File: src/rtl/palette_fx_scheduler.sv
// Frame-rate palette effects: attack palette cycling, hit flash and screen fades.
// All effect state advances once per video frame on the frame clock.
module palette_fx_scheduler #(
    parameter int CYCLE_NUM    = 9,
    parameter int CYCLE_DIV    = 2,
    parameter int FLASH_FRAMES = 8,
    parameter int FADE_STEPS   = 16,
    parameter int FADE_DIV     = 4
) (
    input  logic       game_frame_clk_rising_edge,
    input  logic       Reset,
    input  logic       attack_active,
    input  logic       hit_req,
    input  logic       fade_out_req,
    input  logic       fade_in_req,
    output logic       hit_ack,
    output logic       fade_ack,
    output logic [4:0] cycle_offset,
    output logic       flash_on,
    output logic [3:0] bright_level,
    output logic [2:0] fx_state,
    output logic       busy
);

    localparam int CD_W = (CYCLE_DIV > 1) ? $clog2(CYCLE_DIV) : 1;
    localparam int FD_W = (FADE_DIV > 1) ? $clog2(FADE_DIV) : 1;
    localparam int FC_W = (FLASH_FRAMES > 4) ? $clog2(FLASH_FRAMES) : 2;

    localparam logic [CD_W-1:0] CYCLE_DIV_LAST = CD_W'(CYCLE_DIV - 1);
    localparam logic [4:0]      CYCLE_LAST     = 5'(CYCLE_NUM - 1);
    localparam logic [FD_W-1:0] FADE_DIV_LAST  = FD_W'(FADE_DIV - 1);
    localparam logic [FC_W-1:0] FLASH_LAST     = FC_W'(FLASH_FRAMES - 1);
    localparam logic [3:0]      BRIGHT_MAX     = 4'(FADE_STEPS - 1);

    typedef enum logic [2:0] {
        IDLE     = 3'd0,
        FLASH    = 3'd1,
        FADE_OUT = 3'd2,
        BLACK    = 3'd3,
        FADE_IN  = 3'd4
    } fx_state_t;

    fx_state_t       state_reg, state_next;
    logic [FC_W-1:0] flash_cnt_reg, flash_cnt_next;
    logic            flash_on_reg, flash_on_next;
    logic [3:0]      bright_reg, bright_next;
    logic [FD_W-1:0] fade_div_reg, fade_div_next;
    logic            hit_ack_reg, hit_ack_next;
    logic            fade_ack_reg, fade_ack_next;
    logic [CD_W-1:0] cycle_div_reg, cycle_div_next;
    logic [4:0]      cycle_offset_reg, cycle_offset_next;
    logic [FC_W-1:0] flash_cnt_inc;

    assign flash_cnt_inc = flash_cnt_reg + 1'b1;

    always_ff @(posedge game_frame_clk_rising_edge) begin
        if (Reset) begin
            state_reg        <= IDLE;
            flash_cnt_reg    <= '0;
            flash_on_reg     <= 1'b0;
            bright_reg       <= BRIGHT_MAX;
            fade_div_reg     <= '0;
            hit_ack_reg      <= 1'b0;
            fade_ack_reg     <= 1'b0;
            cycle_div_reg    <= '0;
            cycle_offset_reg <= '0;
        end else begin
            state_reg        <= state_next;
            flash_cnt_reg    <= flash_cnt_next;
            flash_on_reg     <= flash_on_next;
            bright_reg       <= bright_next;
            fade_div_reg     <= fade_div_next;
            hit_ack_reg      <= hit_ack_next;
            fade_ack_reg     <= fade_ack_next;
            cycle_div_reg    <= cycle_div_next;
            cycle_offset_reg <= cycle_offset_next;
        end
    end

    always_comb begin
        state_next     = state_reg;
        flash_cnt_next = flash_cnt_reg;
        flash_on_next  = flash_on_reg;
        bright_next    = bright_reg;
        fade_div_next  = fade_div_reg;
        hit_ack_next   = 1'b0;
        fade_ack_next  = 1'b0;
        case (state_reg)
            IDLE: begin
                // fade_in_req is meaningless here: the screen is already at full brightness.
                if (fade_out_req) begin
                    state_next    = FADE_OUT;
                    fade_div_next = '0;
                    fade_ack_next = 1'b1;
                end else if (hit_req) begin
                    state_next     = FLASH;
                    flash_cnt_next = '0;
                    flash_on_next  = 1'b1;
                    hit_ack_next   = 1'b1;
                end
            end
            FLASH: begin
                if (fade_out_req) begin
                    state_next    = FADE_OUT;
                    flash_on_next = 1'b0;
                    fade_div_next = '0;
                    fade_ack_next = 1'b1;
                end else if (hit_req) begin
                    flash_cnt_next = '0;
                    flash_on_next  = 1'b1;
                    hit_ack_next   = 1'b1;
                end else if (flash_cnt_reg >= FLASH_LAST) begin
                    state_next     = IDLE;
                    flash_cnt_next = '0;
                    flash_on_next  = 1'b0;
                end else begin
                    // Two frames on, two frames off.
                    flash_cnt_next = flash_cnt_inc;
                    flash_on_next  = ~flash_cnt_inc[1];
                end
            end
            FADE_OUT: begin
                if (fade_div_reg >= FADE_DIV_LAST) begin
                    fade_div_next = '0;
                    if (bright_reg <= 4'd1) begin
                        bright_next = 4'd0;
                        state_next  = BLACK;
                    end else begin
                        bright_next = bright_reg - 4'd1;
                    end
                end else begin
                    fade_div_next = fade_div_reg + 1'b1;
                end
            end
            BLACK: begin
                bright_next = 4'd0;
                if (fade_in_req) begin
                    state_next    = FADE_IN;
                    fade_div_next = '0;
                    fade_ack_next = 1'b1;
                end
            end
            FADE_IN: begin
                if (fade_out_req) begin
                    state_next    = FADE_OUT;
                    fade_div_next = '0;
                    fade_ack_next = 1'b1;
                end else if (fade_div_reg >= FADE_DIV_LAST) begin
                    fade_div_next = '0;
                    if (bright_reg >= BRIGHT_MAX - 4'd1) begin
                        bright_next = BRIGHT_MAX;
                        state_next  = IDLE;
                    end else begin
                        bright_next = bright_reg + 4'd1;
                    end
                end else begin
                    fade_div_next = fade_div_reg + 1'b1;
                end
            end
            default: begin
                state_next     = IDLE;
                flash_cnt_next = '0;
                flash_on_next  = 1'b0;
                fade_div_next  = '0;
            end
        endcase
    end

    // Palette cycling runs regardless of the effect FSM, but freezes on a black screen.
    always_comb begin
        cycle_div_next    = cycle_div_reg;
        cycle_offset_next = cycle_offset_reg;
        if (!attack_active) begin
            cycle_div_next    = '0;
            cycle_offset_next = '0;
        end else if (state_reg != BLACK) begin
            if (cycle_div_reg >= CYCLE_DIV_LAST) begin
                cycle_div_next    = '0;
                cycle_offset_next = (cycle_offset_reg >= CYCLE_LAST) ? 5'd0
                                                                     : cycle_offset_reg + 5'd1;
            end else begin
                cycle_div_next = cycle_div_reg + 1'b1;
            end
        end
    end

    assign hit_ack      = hit_ack_reg;
    assign fade_ack     = fade_ack_reg;
    assign cycle_offset = cycle_offset_reg;
    assign flash_on     = flash_on_reg;
    assign bright_level = bright_reg;
    assign fx_state     = state_reg;
    assign busy         = (state_reg != IDLE);

endmodule

File: config.mk
export PLATFORM = sky130hd
export DESIGN_NAME = palette_fx_scheduler
export DESIGN_NICKNAME = d
export VERILOG_FILES = /design/src/rtl/palette_fx_scheduler.sv
export SDC_FILE = /design/constraint.sdc
export NUM_CORES = 1
export LEC_CHECK = 0
export ABC_AREA = 1
export CAP_MARGIN = 5
export CORE_MARGIN = 5
export CORE_UTILIZATION = 56
export DETAILED_ROUTE_END_ITERATION = 12
export MAX_ROUTING_LAYER = met4
export PLACE_DENSITY = 0.84
export SLEW_MARGIN = 30
export SYNTH_ARGS = -nofsm -noshare
export SYNTH_HDL_FRONTEND = slang
export SYNTH_SLANG_ARGS = --single-unit
File: constraint.sdc
create_clock -name game_frame_clk_rising_edge -period 2.2 [get_ports game_frame_clk_rising_edge]
set_input_delay 0.55 -clock game_frame_clk_rising_edge [delete_from_list [all_inputs] [get_ports game_frame_clk_rising_edge]]
set_output_delay 0.55 -clock game_frame_clk_rising_edge [all_outputs]
set_load 0.05 [all_outputs]
==> run_results.csv <==
group,metric,value,unit
setup_path,crit_fanout,5,
setup_path,crit_family,"buffers and inverters",
routing,routed_wl,3.09,mm
setup_path,worstSetupEndpointType,"primary output",
setup_path,cp.required,1.65,ns
sta,setup_viol,0,
routing,via_per_inst,5.45,
floorplanning,die_area,3360,µm²
yosys,syn_area,1290,µm²
flow_run,maxCapViolations,0,
routing,drtIter0Drc,47,
finish,final_common_cell,"nand2_1",
placed_design,io_buffers,21,
floorplanning,fp.coreArea,2210,µm²
yosys,synth_cells,187,
yosys,synth_largest_area_cell,"dfxtp_1",
global_route,grt_max_degree,13,
clock_tree,root_buffer,"clkbuf_4",
hold_path,min-delay-start,"cycle_offset[4]$_SDFFE_PP0P_",
sta,rsz0062_at_grt,"no",
power_and_ir_drop,p_comb_share,64.4,%
placed_design,place_inst,236,
finish,antenna_cells,0,
routing,dr.pass1.iters,4,
floorplanning,num_rows,17,
clock_tree,clkLatencyLatePin,0.30,ns
setup_path,crit_chain,"clkdlybuf4s50_1",
placed_design,place_hpwl,2.38,mm
floorplanning,die_h,58.0,µm
routing,drc,0,
routing,route.met3.wl,192,µm
floorplanning,ios,22,
finish,final_cell_mix,"38 x nand2_1, 21 x inv_1, 21 x dfxtp_1",
global_route,gr-total-overflow,0,
setup_path,rr_endpoint,"fx_state[2]$_SDFFE_PP0P_",
yosys,yosysTopAreaCellShare,32.6,%
finish,nNetsFinal,228,
floorplanning,initial_core_util,58.3,%
clock_tree,cts_buffer_depth,2,
setup_path,crit_type,"reg2out",
finish,drive_above_1_share,14.6,%
setup_path,reg2reg_depth,10,
placed_design,place_congestion,0.929,
yosys,synth_area_leaders,"dfxtp_1 33%, nand2_1 11%, ha_1 8.7%",
power_and_ir_drop,leakage,0.742,nW
routing,routedWlPerCell,12.9,µm
sta,setup_tns,0,ns
setup_path,timing.rr.start,"bright_level[0]$_SDFFE_PP1P_",
routing,ant_nets,0,
sta,slew_viol_final,0,
setup_path,r2r_setup_slack,0.41,ns
yosys,ys_seq_area_share,32.6,%
placed_design,placed_cell_area,1530,µm²
sta,period_share,96.2,%
routing,num_vias,1307,
setup_path,critPathMaxStageDelay,0.84,ns
power_and_ir_drop,p_sw_share,54.4,%
setup_path,crit_buf_inv,1,
power_and_ir_drop,internal_power,0.00101,W
sta,finalHoldViolations,0,
hold_path,hp-class,"reg2reg",
sta,relSlewSlack,65.9,%
power_and_ir_drop,pwr-share-clk,8.6,%
finish,filler_cell_count,192,
global_route,grt_antenna_before_repair,0,
setup_path,slowest_stage,"clkdlybuf4s50_1",
yosys,synth_area_per_cell,6.90,µm²
hold_path,min_to,"cycle_offset[4]$_SDFFE_PP0P_",
sta,min_period,2.12,ns
finish,flow.area_growth_from_synthesis,20.8,%
yosys,ys_types,27,
setup_path,arrival,1.57,ns
clock_tree,cts_hold_buf,0,
finish,design_area,1560,µm²
finish,final_cells,240,
sta,worst_pin_slew,0.510,ns
hold_path,hold_path_depth,2,
clock_tree,cts_sinks,21,
routing,dr_wl_met2,1.52,mm
yosys,ys_ff_latch,21,
yosys,synth_nets,202,
sta,fmax,0.473,GHz
clock_tree,cts_tree,"yes",
power_and_ir_drop,powerDensity,1420,nW/µm²
sta,clock_skew,0.00452,ns
power_and_ir_drop,ir_worst_vdd,0.837,mV
finish,largest_reg_flops,5,
power_and_ir_drop,power_switching,0.00120,W
run_status,status,"completed",
floorplanning,die_x,58.0,µm
routing,wl_met1,1.35,mm
global_route,grtUsageTotal,20.8,%
clock_tree,cts_made_buffers,3,
global_route,grt_pass1_vias,1345,
yosys,ys_warn_count,0,
global_route,grt_pass1_wl,5.53,mm
setup_path,startpoint_type,"flip-flop",
clock_tree,clkTransAtPathRegs,0.12,ns
clock_tree,cts_resized,0,
clock_tree,htree_num_levels,1,
routing,top_layer,"met4",
power_and_ir_drop,sequentialPowerShare,27.1,%
clock_tree,cts_setup_buffers,0,
synth_stat cells:
cell type and instances:
o31ai_1 1, o211ai_2 1, inv_1 21, nand4_1 1
nor4_1 2, a31oi_1 2, inv_2 9, o22ai_1 2
nor2_4 2, nor2_2 3, o21ai_0 10, dfxtp_1 21
nand3_1 17, nand2_1 38, xor2_1 2, nor2_1 13
nor3_1 3, and3_1 1, clkbuf_1 1, ha_1 9
a21oi_1 15, o21ai_2 2, nand3_2 2, a211oi_1 2
o21ai_1 2, nand2_2 4, o211ai_1 1
power by group through the flow:
stage	Combinational, W	Sequential (W)	Clock, W
after floorplan	0.000850	0.000817	0
after CTS	0.00142	0.000597	0.000196
after global placement	0.00138	0.000600	0
after detailed placement	0.00140	0.000607	0
after global routing	0.00157	0.000613	0.000215
final	0.00142	0.000599	0.000190
per-stage QoR:
stage	power [W]	worst slack [ns]	util (%)	hold slack [ns]
5_1_grt	0.00240	0.0187	70.4	0.493
2_1_floorplan	0.00167	0.288	-	0.447
3_5_place_dp	0.00201	0.190	69.1	0.451
3_3_place_gp	0.00198	0.258	69.1	0.438
4_1_cts	0.00221	0.00612	70.3	0.470
6_report	0.00221	0.0846	70.4	0.467
worst register-to-register path: cells and delay by family, from the launching register on:
| kind | cells | cell delay [ns] |
|---|---|---|
| buffers and inverters | 1 | 0.14 |
| AOI/OAI and AO/OA | 1 | 0.35 |
| DFF | 1 | 0.42 |
| adders and majority gates | 1 | 0.26 |
| and+or+nand+nor | 7 | 0.52 |
metal layers:
| metal | global-route usage, % | vias up |
|---|---|---|
| met4 | 7.95 | 0 |
| met1 | 24.8 | 590 |
| met5 | - | - |
| met2 | 35.6 | 44 |
| li1 | - | 669 |
| met3 | 2.45 | 4 |
cell families (layout without fill, tap and decap cells):
family	after synthesis	after routing	share of synthesized area (%)
adders and majority gates	9	9	8.73
buffers and inverters	31	56	9.02
DFF	21	21	32.6
and+or+nand+nor	86	86	31.2
AOI/OAI and AO/OA	38	38	17.1
xor gates and xnor gates	2	2	1.36
area by class of cell:
cell class / instances / area, µm² / area share [%]
repair buffers: 22 / 210 / 13.5
flip-flops and latches: 21 / 420 / 27.0
inverters: 30 / 113 / 7.23
multi-input cells: 135 / 753 / 48.4
clock buffers: 4 / 26.3 / 1.69
well taps: 28 / 35.0 / 2.25
worst max-delay path by stage:
stage               slack, ns  depth (start not counted)                            to                          from
floorplan                0.29                         10      fx_state[2]$_SDFFE_PP0P_  bright_level[0]$_SDFFE_PP1P_
CTS                     0.006                          1               bright_level[3]  bright_level[3]$_SDFFE_PP1P_
detailed placement       0.19                          8  bright_level[2]$_SDFFE_PP1P_                  fade_out_req
global placement         0.26                          8  bright_level[1]$_SDFFE_PP1P_                  fade_out_req
global route             0.02                          1               bright_level[2]  bright_level[2]$_SDFFE_PP1P_
finish                   0.08                          1               bright_level[2]  bright_level[2]$_SDFFE_PP1P_
No activity file was read; power rests on OpenSTA's default activity.
